$ cat src/rtl/btn_event_decoder.sv
// btn_event_decoder
//   Classifies each debounced button level into short-press, long-press and
//   auto-repeat one-clock pulses. Every button has its own small FSM and its
//   own tick counter; buttons never interact. All outputs are registered.
//
// Ports
//   clk           system clock
//   rst           synchronous active-high reset
//   tick          one-clock timing strobe; counters advance only on tick
//   btn_level     debounced, clk-synchronous levels, 1 = pressed
//   short_pulse   1-clk pulse: press released before LONG_TICKS ticks
//   long_pulse    1-clk pulse: press reached LONG_TICKS ticks
//   repeat_pulse  1-clk pulse every REPEAT_TICKS ticks after long_pulse
//   held          level: button is in the long-press state
module btn_event_decoder #(
   parameter int unsigned BTN_WIDTH    = 4,
   parameter int unsigned CNT_W        = 10,
   parameter int unsigned LONG_TICKS   = 1000,
   parameter int unsigned REPEAT_TICKS = 200,
   parameter bit          REPEAT_EN    = 1'b1
) (
   input  logic                 clk,
   input  logic                 rst,
   input  logic                 tick,
   input  logic [BTN_WIDTH-1:0] btn_level,
   output logic [BTN_WIDTH-1:0] short_pulse,
   output logic [BTN_WIDTH-1:0] long_pulse,
   output logic [BTN_WIDTH-1:0] repeat_pulse,
   output logic [BTN_WIDTH-1:0] held
);

   localparam logic [1:0] ST_WAIT_REL = 2'd0;
   localparam logic [1:0] ST_IDLE     = 2'd1;
   localparam logic [1:0] ST_PRESSED  = 2'd2;
   localparam logic [1:0] ST_LONG     = 2'd3;

   // Terminal counts: the counter never goes past these, so it cannot wrap.
   localparam logic [CNT_W-1:0] LONG_LAST = CNT_W'(LONG_TICKS - 1);
   localparam logic [CNT_W-1:0] REP_LAST  = CNT_W'(REPEAT_TICKS - 1);
   localparam logic             REP_VAL   = REPEAT_EN;

   for (genvar i = 0; i < BTN_WIDTH; i++) begin : g_btn
      logic [1:0]       state_q, state_d;
      logic [CNT_W-1:0] cnt_q, cnt_d;
      logic             short_q, short_d;
      logic             long_q, long_d;
      logic             rep_q, rep_d;
      logic             held_q;

      always_comb begin
         state_d = state_q;
         cnt_d   = cnt_q;
         short_d = 1'b0;
         long_d  = 1'b0;
         rep_d   = 1'b0;
         unique case (state_q)
            // A button held through reset must be released before it counts.
            ST_WAIT_REL: begin
               if (!btn_level[i]) state_d = ST_IDLE;
            end
            ST_IDLE: begin
               cnt_d = '0;
               if (btn_level[i]) state_d = ST_PRESSED;
            end
            // Release has priority over a tick on the same edge.
            ST_PRESSED: begin
               if (!btn_level[i]) begin
                  short_d = 1'b1;
                  state_d = ST_IDLE;
               end else if (tick) begin
                  if (cnt_q == LONG_LAST) begin
                     long_d  = 1'b1;
                     cnt_d   = '0;
                     state_d = ST_LONG;
                  end else begin
                     cnt_d = cnt_q + CNT_W'(1);
                  end
               end
            end
            ST_LONG: begin
               if (!btn_level[i]) begin
                  state_d = ST_IDLE;
               end else if (tick) begin
                  if (cnt_q == REP_LAST) begin
                     rep_d = REP_VAL;
                     cnt_d = '0;
                  end else begin
                     cnt_d = cnt_q + CNT_W'(1);
                  end
               end
            end
         endcase
      end

      always_ff @(posedge clk) begin
         if (rst) begin
            state_q <= ST_WAIT_REL;
            cnt_q   <= '0;
            short_q <= 1'b0;
            long_q  <= 1'b0;
            rep_q   <= 1'b0;
            held_q  <= 1'b0;
         end else begin
            state_q <= state_d;
            cnt_q   <= cnt_d;
            short_q <= short_d;
            long_q  <= long_d;
            rep_q   <= rep_d;
            held_q  <= (state_d == ST_LONG);
         end
      end

      assign short_pulse[i]  = short_q;
      assign long_pulse[i]   = long_q;
      assign repeat_pulse[i] = rep_q;
      assign held[i]         = held_q;
   end

endmodule

$ cat config.mk
export PLATFORM = sky130hd
export DESIGN_NAME = btn_event_decoder
export DESIGN_NICKNAME = d
export VERILOG_FILES = /design/src/rtl/btn_event_decoder.sv
export SDC_FILE = /design/constraint.sdc
export NUM_CORES = 1
export LEC_CHECK = 0
export CORE_ASPECT_RATIO = 1.2
export CORE_MARGIN = 4
export CORE_UTILIZATION = 59
export DETAILED_ROUTE_END_ITERATION = 16
export GPL_TIMING_DRIVEN = 0
export PLACE_DENSITY = 0.82
export RECOVER_POWER = 25
export SETUP_SLACK_MARGIN = 0.5
export SLEW_MARGIN = 10
export SYNTH_ARGS = -nofsm -noshare
export SYNTH_HDL_FRONTEND = slang
export SYNTH_SLANG_ARGS = --single-unit
$ cat constraint.sdc
create_clock -name clk -period 2.49 [get_ports clk]
set_input_delay 0.498 -clock clk [delete_from_list [all_inputs] [get_ports clk]]
set_output_delay 0.498 -clock clk [all_outputs]
set_load 0.005 [all_outputs]
==> reports/metrics.yaml, run 1 <==
global_route:
  grt_use_total: 0.215
  grt_max_degree: 12
  met3_usage: 0.0472
  grt_pass1_vias: 2872
  gr-total-overflow: 0
  antenna_found_initial: 0
  grt_pass1_wl_mm: 12.5
  grt.busiest_layer: "met2"
  grt_util_met1: 0.245
  grt_use_met2: 0.368
clock_network:
  hold_buffers: 0
  clockBufferDepth: 2
  numCtsBuffers: 9
  cts_root_buf: "clkbuf_8"
  clock_sinks: 64
  clk_latency_ns: 0.34
  clkTransAtPathRegs_ns: 0.07
  cts_tree: "built"
  htreeDepth: 3
synthesis:
  syn_area_mm2: 0.00345
  synth_fa_ha_area_frac: 0.0690
  ys_ff_latch: 64
  yosys_warnings: 0
  synth_simple_gate_area_frac: 0.309
  synth.area.mux_share: 0.00290
  seq_area_frac_synth: 0.372
  syn_avg_cell_area_um2: 8.45
  synth_top_family_by_area: "simple AND/OR/NAND/NOR gates"
  ys.flop_type: "dfxtp_1"
  synth.distinct_cells: 60
  synthXorXnorAreaFrac: 0.0457
  async_flop_share: 0
  synthCells: 408
  syn_nets: 434
  synth-edff-count: 0
  synth_compound_area_frac: 0.131
drt:
  wl_mm: 7.44
  ant_nets: 0
  dr_total_vias: 3081
  wl_per_cell_um: 14.0
  drc_errors: 0
  viasPerCell: 5.80
  first_iter_violations: 219
  dr.pass1.iters: 5
hold_path:
  worstHoldPathCells: 2
  min_to: "g_btn[0].cnt_q[1]"
  worstHoldStart: "g_btn[0].cnt_q[1]"
  hp-class: "register to register"
worst_setup_path:
  r2r-end: "g_btn[1].cnt_q[9]"
  critPathSlowestCell: "or4_4"
  r2r-start: "g_btn[1].state_q[0]"
  critPathArrivalTime_ns: 2.17
  path_cells: "inv_2, ha_4, or4_4, o31ai_4, nor2_4, nor4b_1, a311o_1"
  critPathMaxStageDelay_ns: 0.43
  path_max_fanout: 6
  regToRegSetupSlack_ns: 0.55
  reg2reg_depth: 7
  critPathKind: "register to register"
  cp-end-kind: "register"
  crit_path_start_kind: "register"
  required_ns: 2.71
sta:
  rsz0062_at_grt: "true"
  fin_setup_tns_ns: 0
  slew_headroom: 0.657
  worstMarginPinSlew_ns: 0.514
  finalSetupViolCount: 0
  min_period_ns: 1.94
  fmax_ghz: 0.515
  hold_viol: 0
  fin_crit_sh: 0.781
  fin_worst_skew_ns: 0.00930
  fin_ws_ns: 0.546
  hold-worst-slack_ns: 0.479
  maxSlewViolCount: 0
floorplan:
  core_area_mm2: 0.00567
  die_h_um: 91.7
  initial_core_util: 0.608
  die_w_um: 77.8
  io_pins: 23
  rows: 30
  die_area_mm2: 0.00713
cells_and_area:
  layout-drive-gt1-share: 0.184
  diodes: 0
  area_delta_synth_final_pct: 18.7
  finalNetCount: 472
  fillerInstances: 426
  multi_input_area_mm2: 0.00201
  seqCellArea_mm2: 0.00129
power_and_ir_drop:
  leakage_nw: 1.51
  ir_drop_mv: 0.302
  power_density_mw_per_mm2: 541
  p_total_mw: 2.21
place:
  hpwl_mm: 4.98
  place_ws_ns: 0.0388
  place.gp.congestion: 0.802
  io_buffers: 21
run:
  maxCapViolCount: 0
status:
  status: "completed"
==> cell usage after synthesis, types with 4 or more instances <==
| cell type | n | share of area |
|---|---|---|
| dfxtp_1 | 64 | 0.37 |
| nand2_1 | 40 | 0.044 |
| nor2_1 | 40 | 0.044 |
| nand3_1 | 26 | 0.038 |
| ha_1 | 19 | 0.069 |
| a21oi_1 | 17 | 0.025 |
| buf_4 | 16 | 0.035 |
| nor3_1 | 16 | 0.023 |
| inv_1 | 14 | 0.015 |
| xor2_1 | 14 | 0.036 |
| nand4_1 | 11 | 0.020 |
| clkbuf_1 | 10 | 0.011 |
| a31oi_1 | 9 | 0.016 |
| o21ai_0 | 9 | 0.013 |
| and3_1 | 7 | 0.013 |
| nor2b_1 | 6 | 0.011 |
| nor4_1 | 6 | 0.011 |
| nor4b_1 | 5 | 0.013 |
| or2_2 | 5 | 0.0091 |
| a22oi_1 | 4 | 0.0087 |
| and4_1 | 4 | 0.010 |
| nand2b_1 | 4 | 0.0073 |
| nand4b_1 | 4 | 0.010 |
| nor3b_1 | 4 | 0.0087 |
| xnor2_1 | 4 | 0.010 |
==> metal layers <==
layer	part of all wire	vias up
li1	-	1520
met1	0.43	1442
met2	0.50	98
met3	0.049	21
met4	0.027	0
met5	0	-
==> layout by cell type (no fill, tap or decap), types with 13 or more instances in the layout <==
cell type      instances
buf_4                 21
nand3_1               26
xor2_1                14
ha_1                  16
dlygate4sd3_1         13
dfxtp_1               60
inv_1                 13
nor2_1                40
nand2_1               40
a21oi_1               16
nor3_1                16
==> kinds of logic after synthesis <==
family | after synthesis
XOR/XNOR | 18
multiplexers | 1
AND/OR/NAND/NOR | 196
buffers and inverters | 46
adder cells (fa/ha/maj) | 19
AO/OA/AOI/OAI | 64
flip-flops | 64
==> timing repair <==
action,in CTS,in global routing
pin swaps,2,5
resized for setup,12,30
endpoints found under the setup margin,26,51
endpoints found under the hold margin,0,0
gates cloned,0,1
setup buffers,1,4
==> through the flow <==
stage	cell area [um2]	cells	util
5_1_grt	4090	531	0.722
6_report	4090	531	0.722
3_3_place_gp	3760	509	0.663
3_5_place_dp	3760	509	0.663
4_1_cts	3980	526	0.703
2_1_floorplan	3450	408	-
==> state kept, by name, summed over array words and instances (netlist names) <==
signal,flops
g_btn.cnt_q,40
g_btn.held_q,4
g_btn.long_q,4
g_btn.rep_q,4
g_btn.short_q,4
g_btn.state_q,8
==> worst max-delay path by stage <==
stage                              startpoint                end  slack (ns)  cells past startpoint
after floorplan           g_btn[1].state_q[0]  g_btn[1].cnt_q[9]        0.58                      7
after CTS                 g_btn[2].state_q[0]  g_btn[2].cnt_q[5]        0.49                      7
after detailed placement         btn_level[3]  g_btn[3].cnt_q[9]        0.04                      7
after global placement           btn_level[3]  g_btn[3].cnt_q[0]        0.07                      7
final                     g_btn[1].state_q[0]  g_btn[1].cnt_q[9]        0.55                      7
after global routing        g_btn[3].cnt_q[0]  g_btn[3].cnt_q[8]        0.42                      7
==> critical path: cells and delay by family, from the launching register on <==
kind | cells | cell delay, ns
AOI/OAI and AO/OA | 2 | 0.54
adders and majority gates | 1 | 0.16
buffers and inverters | 1 | 0.05
DFF | 1 | 0.37
and+or+nand+nor | 3 | 0.69
==> where the power goes <==
group | total (mW) | switching (mW) | internal [mW]
combinational | 0.344 | 0.205 | 0.139
clock | 0.790 | 0.406 | 0.385
sequential | 1.08 | 0.0272 | 1.05
total | 2.21 | 0.638 | 1.57
==> final cells by class <==
type / count / area share
Buffer: 32 / 0.0514
Clock buffer: 11 / 0.0346
Clock inverter: 5 / 0.00795
Inverter: 14 / 0.0128
Multi-Input combinational cell: 298 / 0.491
Sequential cell: 64 / 0.316
Tap cell: 80 / 0.0245
Timing Repair Buffer: 27 / 0.0624
Power figures use the tool's default switching activity.
==> run 2: changes to the inputs <==
==> constraint.sdc (replaced) <==
create_clock -name clk -period 1.87 [get_ports clk]
set_input_delay 0.374 -clock clk [delete_from_list [all_inputs] [get_ports clk]]
set_output_delay 0.374 -clock clk [all_outputs]
set_load 0.005 [all_outputs]
==> run 2 against run 1 <==
Clock power is 57% higher. Clock skew is 0.0026 ns lower. Count of clock-buffer cells in the layout is 2 higher. Total power is 62% higher. Sequential share of layout area is 6.1 points lower. Critical path depth is 2 lower. Fmax is 0.82% lower. Cell count is 7.3% higher. Register-to-register slack worse by 0.64 ns. Highest routed layer unchanged. Worst hold slack worse by 0.049 ns. The flow now finishes with violations (setup timing).
==> reports/metrics.yaml, run 2 (same netlist as run 1, synthesis figures left out) <==
status:
  status: "finished, violations left"
  violations: "setup timing"
floorplan:
  core_area_mm2: 0.00567
  die_w_um: 77.8
  io_pins: 23
  rows: 30
  die_h_um: 91.7
  initial_core_util: 0.608
  die_area_mm2: 0.00713
drt:
  dr_total_vias: 3760
  wl_mm: 13.0
  ant_nets: 0
  wl_met3_mm: 1.10
  drc_errors: 0
  dr.pass1.iters: 6
  wl_per_cell_um: 22.7
  viasPerCell: 6.60
  highest_layer: "met4"
  met2_length_mm: 6.50
  wl_met1_mm: 4.68
  first_iter_violations: 588
worst_setup_path:
  cp-end-kind: "register"
  crit_path_start_kind: "register"
  path_max_fanout: 5
  regToRegSetupSlack_ns: -0.09
  r2r-end: "g_btn[1].cnt_q[7]"
  required_ns: 2.16
  reg2reg_depth: 5
  r2r-start: "g_btn[1].state_q[0]"
  startpoint: "g_btn[1].state_q[0]"
  critPathArrivalTime_ns: 2.25
  critPathKind: "register to register"
cells_and_area:
  layout-drive-gt1-share: 0.512
  seqCellArea_mm2: 0.00134
  diodes: 0
  largest_register_ffs: 40
  multi_input_area_mm2: 0.00271
  regMostFlops: "g_btn.cnt_q"
  final_cell_mix: "buf_4 (57), dfxtp_1 (39), nand2_1 (33)"
  final_common_cell: "buf_4"
  utilization: 0.931
  fillerInstances: 185
  reg_top3: "g_btn.cnt_q (40), g_btn.state_q (8)"
  area_delta_synth_final_pct: 53.1
  finalNetCount: 511
place:
  hpwl_mm: 5.28
  io_buffers: 21
  place.gp.congestion: 0.786
power_and_ir_drop:
  leakage_nw: 1.84
  power_density_mw_per_mm2: 679
  ir_drop_mv: 0.699
sta:
  fin_ws_ns: -0.0897
  rsz0062_at_grt: "true"
  fin_worst_skew_ns: 0.00671
  min_period_ns: 1.96
  hold-worst-slack_ns: 0.429
  finalSetupViolCount: 5
  slew_headroom: 0.680
  fmax_ghz: 0.510
  maxSlewViolCount: 0
  hold_viol: 0
  fin_crit_sh: 1.05
  worstMarginPinSlew_ns: 0.476
hold_path:
  hp-class: "input port to register"
  worstHoldStart: "tick"
  worstHoldPathCells: 3
  min_to: "g_btn[2].long_q"
clock_network:
  clk_latency_ns: 0.35
  hold_buffers: 0
  clock_sinks: 64
  clkTransAtPathRegs_ns: 0.07
  cts_root_buf: "clkbuf_8"
  cts_tree: "built"
  clockBufferDepth: 2
  numCtsBuffers: 9
  htreeDepth: 3
global_route:
  antenna_found_initial: 0
  grt_pass1_vias: 3350
  gr-total-overflow: 0
  grt_pass1_wl_mm: 15.4
  grt_max_degree: 11
  grt_use_total: 0.265
run:
  maxCapViolCount: 0
## run 2: changes by cell type in the layout (fill, tap and decap cells not counted), moves of 8 or more
cell / before / now
dfxtp_4: 2 / 12
nor2_1: 40 / 20
dfxtp_1: 60 / 39
ha_4: 2 / 12
nor2_2: 0 / 8
dlygate4sd3_1: 13 / 0
ha_1: 16 / 4
clkdlybuf4s15_1: 0 / 13
nor2_4: 1 / 13
nand3_2: 0 / 10
dfxtp_2: 2 / 13
buf_4: 21 / 57
nand3_1: 26 / 15
## run 2: final cells by class
cell class | instances | area share
multi-input cells | 298 | 0.514
flip-flops and latches | 64 | 0.254
repair buffers | 66 | 0.108
plain buffers | 32 | 0.0555
clock buffers | 13 | 0.0301
well taps | 80 | 0.0190
inverters | 14 | 0.0114
clock inverters | 3 | 0.00759
## run 2: timing repair
| item | in CTS | in global routing |
|---|---|---|
| resized for setup | 100 | 94 |
| endpoints found under the setup margin | 75 | 65 |
| pin swaps | 29 | 28 |
| endpoints found under the hold margin | 0 | 0 |
| setup buffers | 24 | 17 |
| gates cloned | 4 | 0 |
## run 2: per-layer routing
metal	GRT usage	vias to the layer above
met1	0.307	1813
met3	0.0619	81
met4	0.111	0
met2	0.464	278
met5	0	-
li1	-	1588
## run 2: where the power goes
group	internal [mW]	switching, mW
combinational	0.397	0.496
sequential	1.40	0.0518
clock	0.686	0.553
## run 2: stage by stage
stage	std cells	setup WS [ns]	TNS, ns	power, mW	area, um2
6_report	570	-0.0897	-0.212	3.58	5280
5_1_grt	570	-0.106	-0.553	3.68	5280
4_1_cts	553	0.00590	0	3.36	4800
3_5_place_dp	509	-0.406	-11.12	2.02	4140
3_3_place_gp	509	-0.388	-10.50	2.00	4140
2_1_floorplan	408	0.00933	0	1.90	3830
## run 2: how the worst max path moves through the flow
stage                              endpoint  slack [ns]  cells after the start
after CTS                 g_btn[1].cnt_q[9]       0.006                      7
after detailed placement   g_btn[0].short_q       -0.41                      4
final                     g_btn[1].cnt_q[7]       -0.09                      5
after floorplan           g_btn[1].cnt_q[9]       0.009                      7
after global routing      g_btn[1].cnt_q[7]       -0.11                      7
after global placement     g_btn[0].short_q       -0.39                      4
## run 2: worst max-delay path: stages (launching register included)
cell and delay (ns):
dfxtp_4 0.36, ha_1 0.25, or2_2 0.35, a21o_4 0.25, nor4_1 0.43, a221o_1 0.25
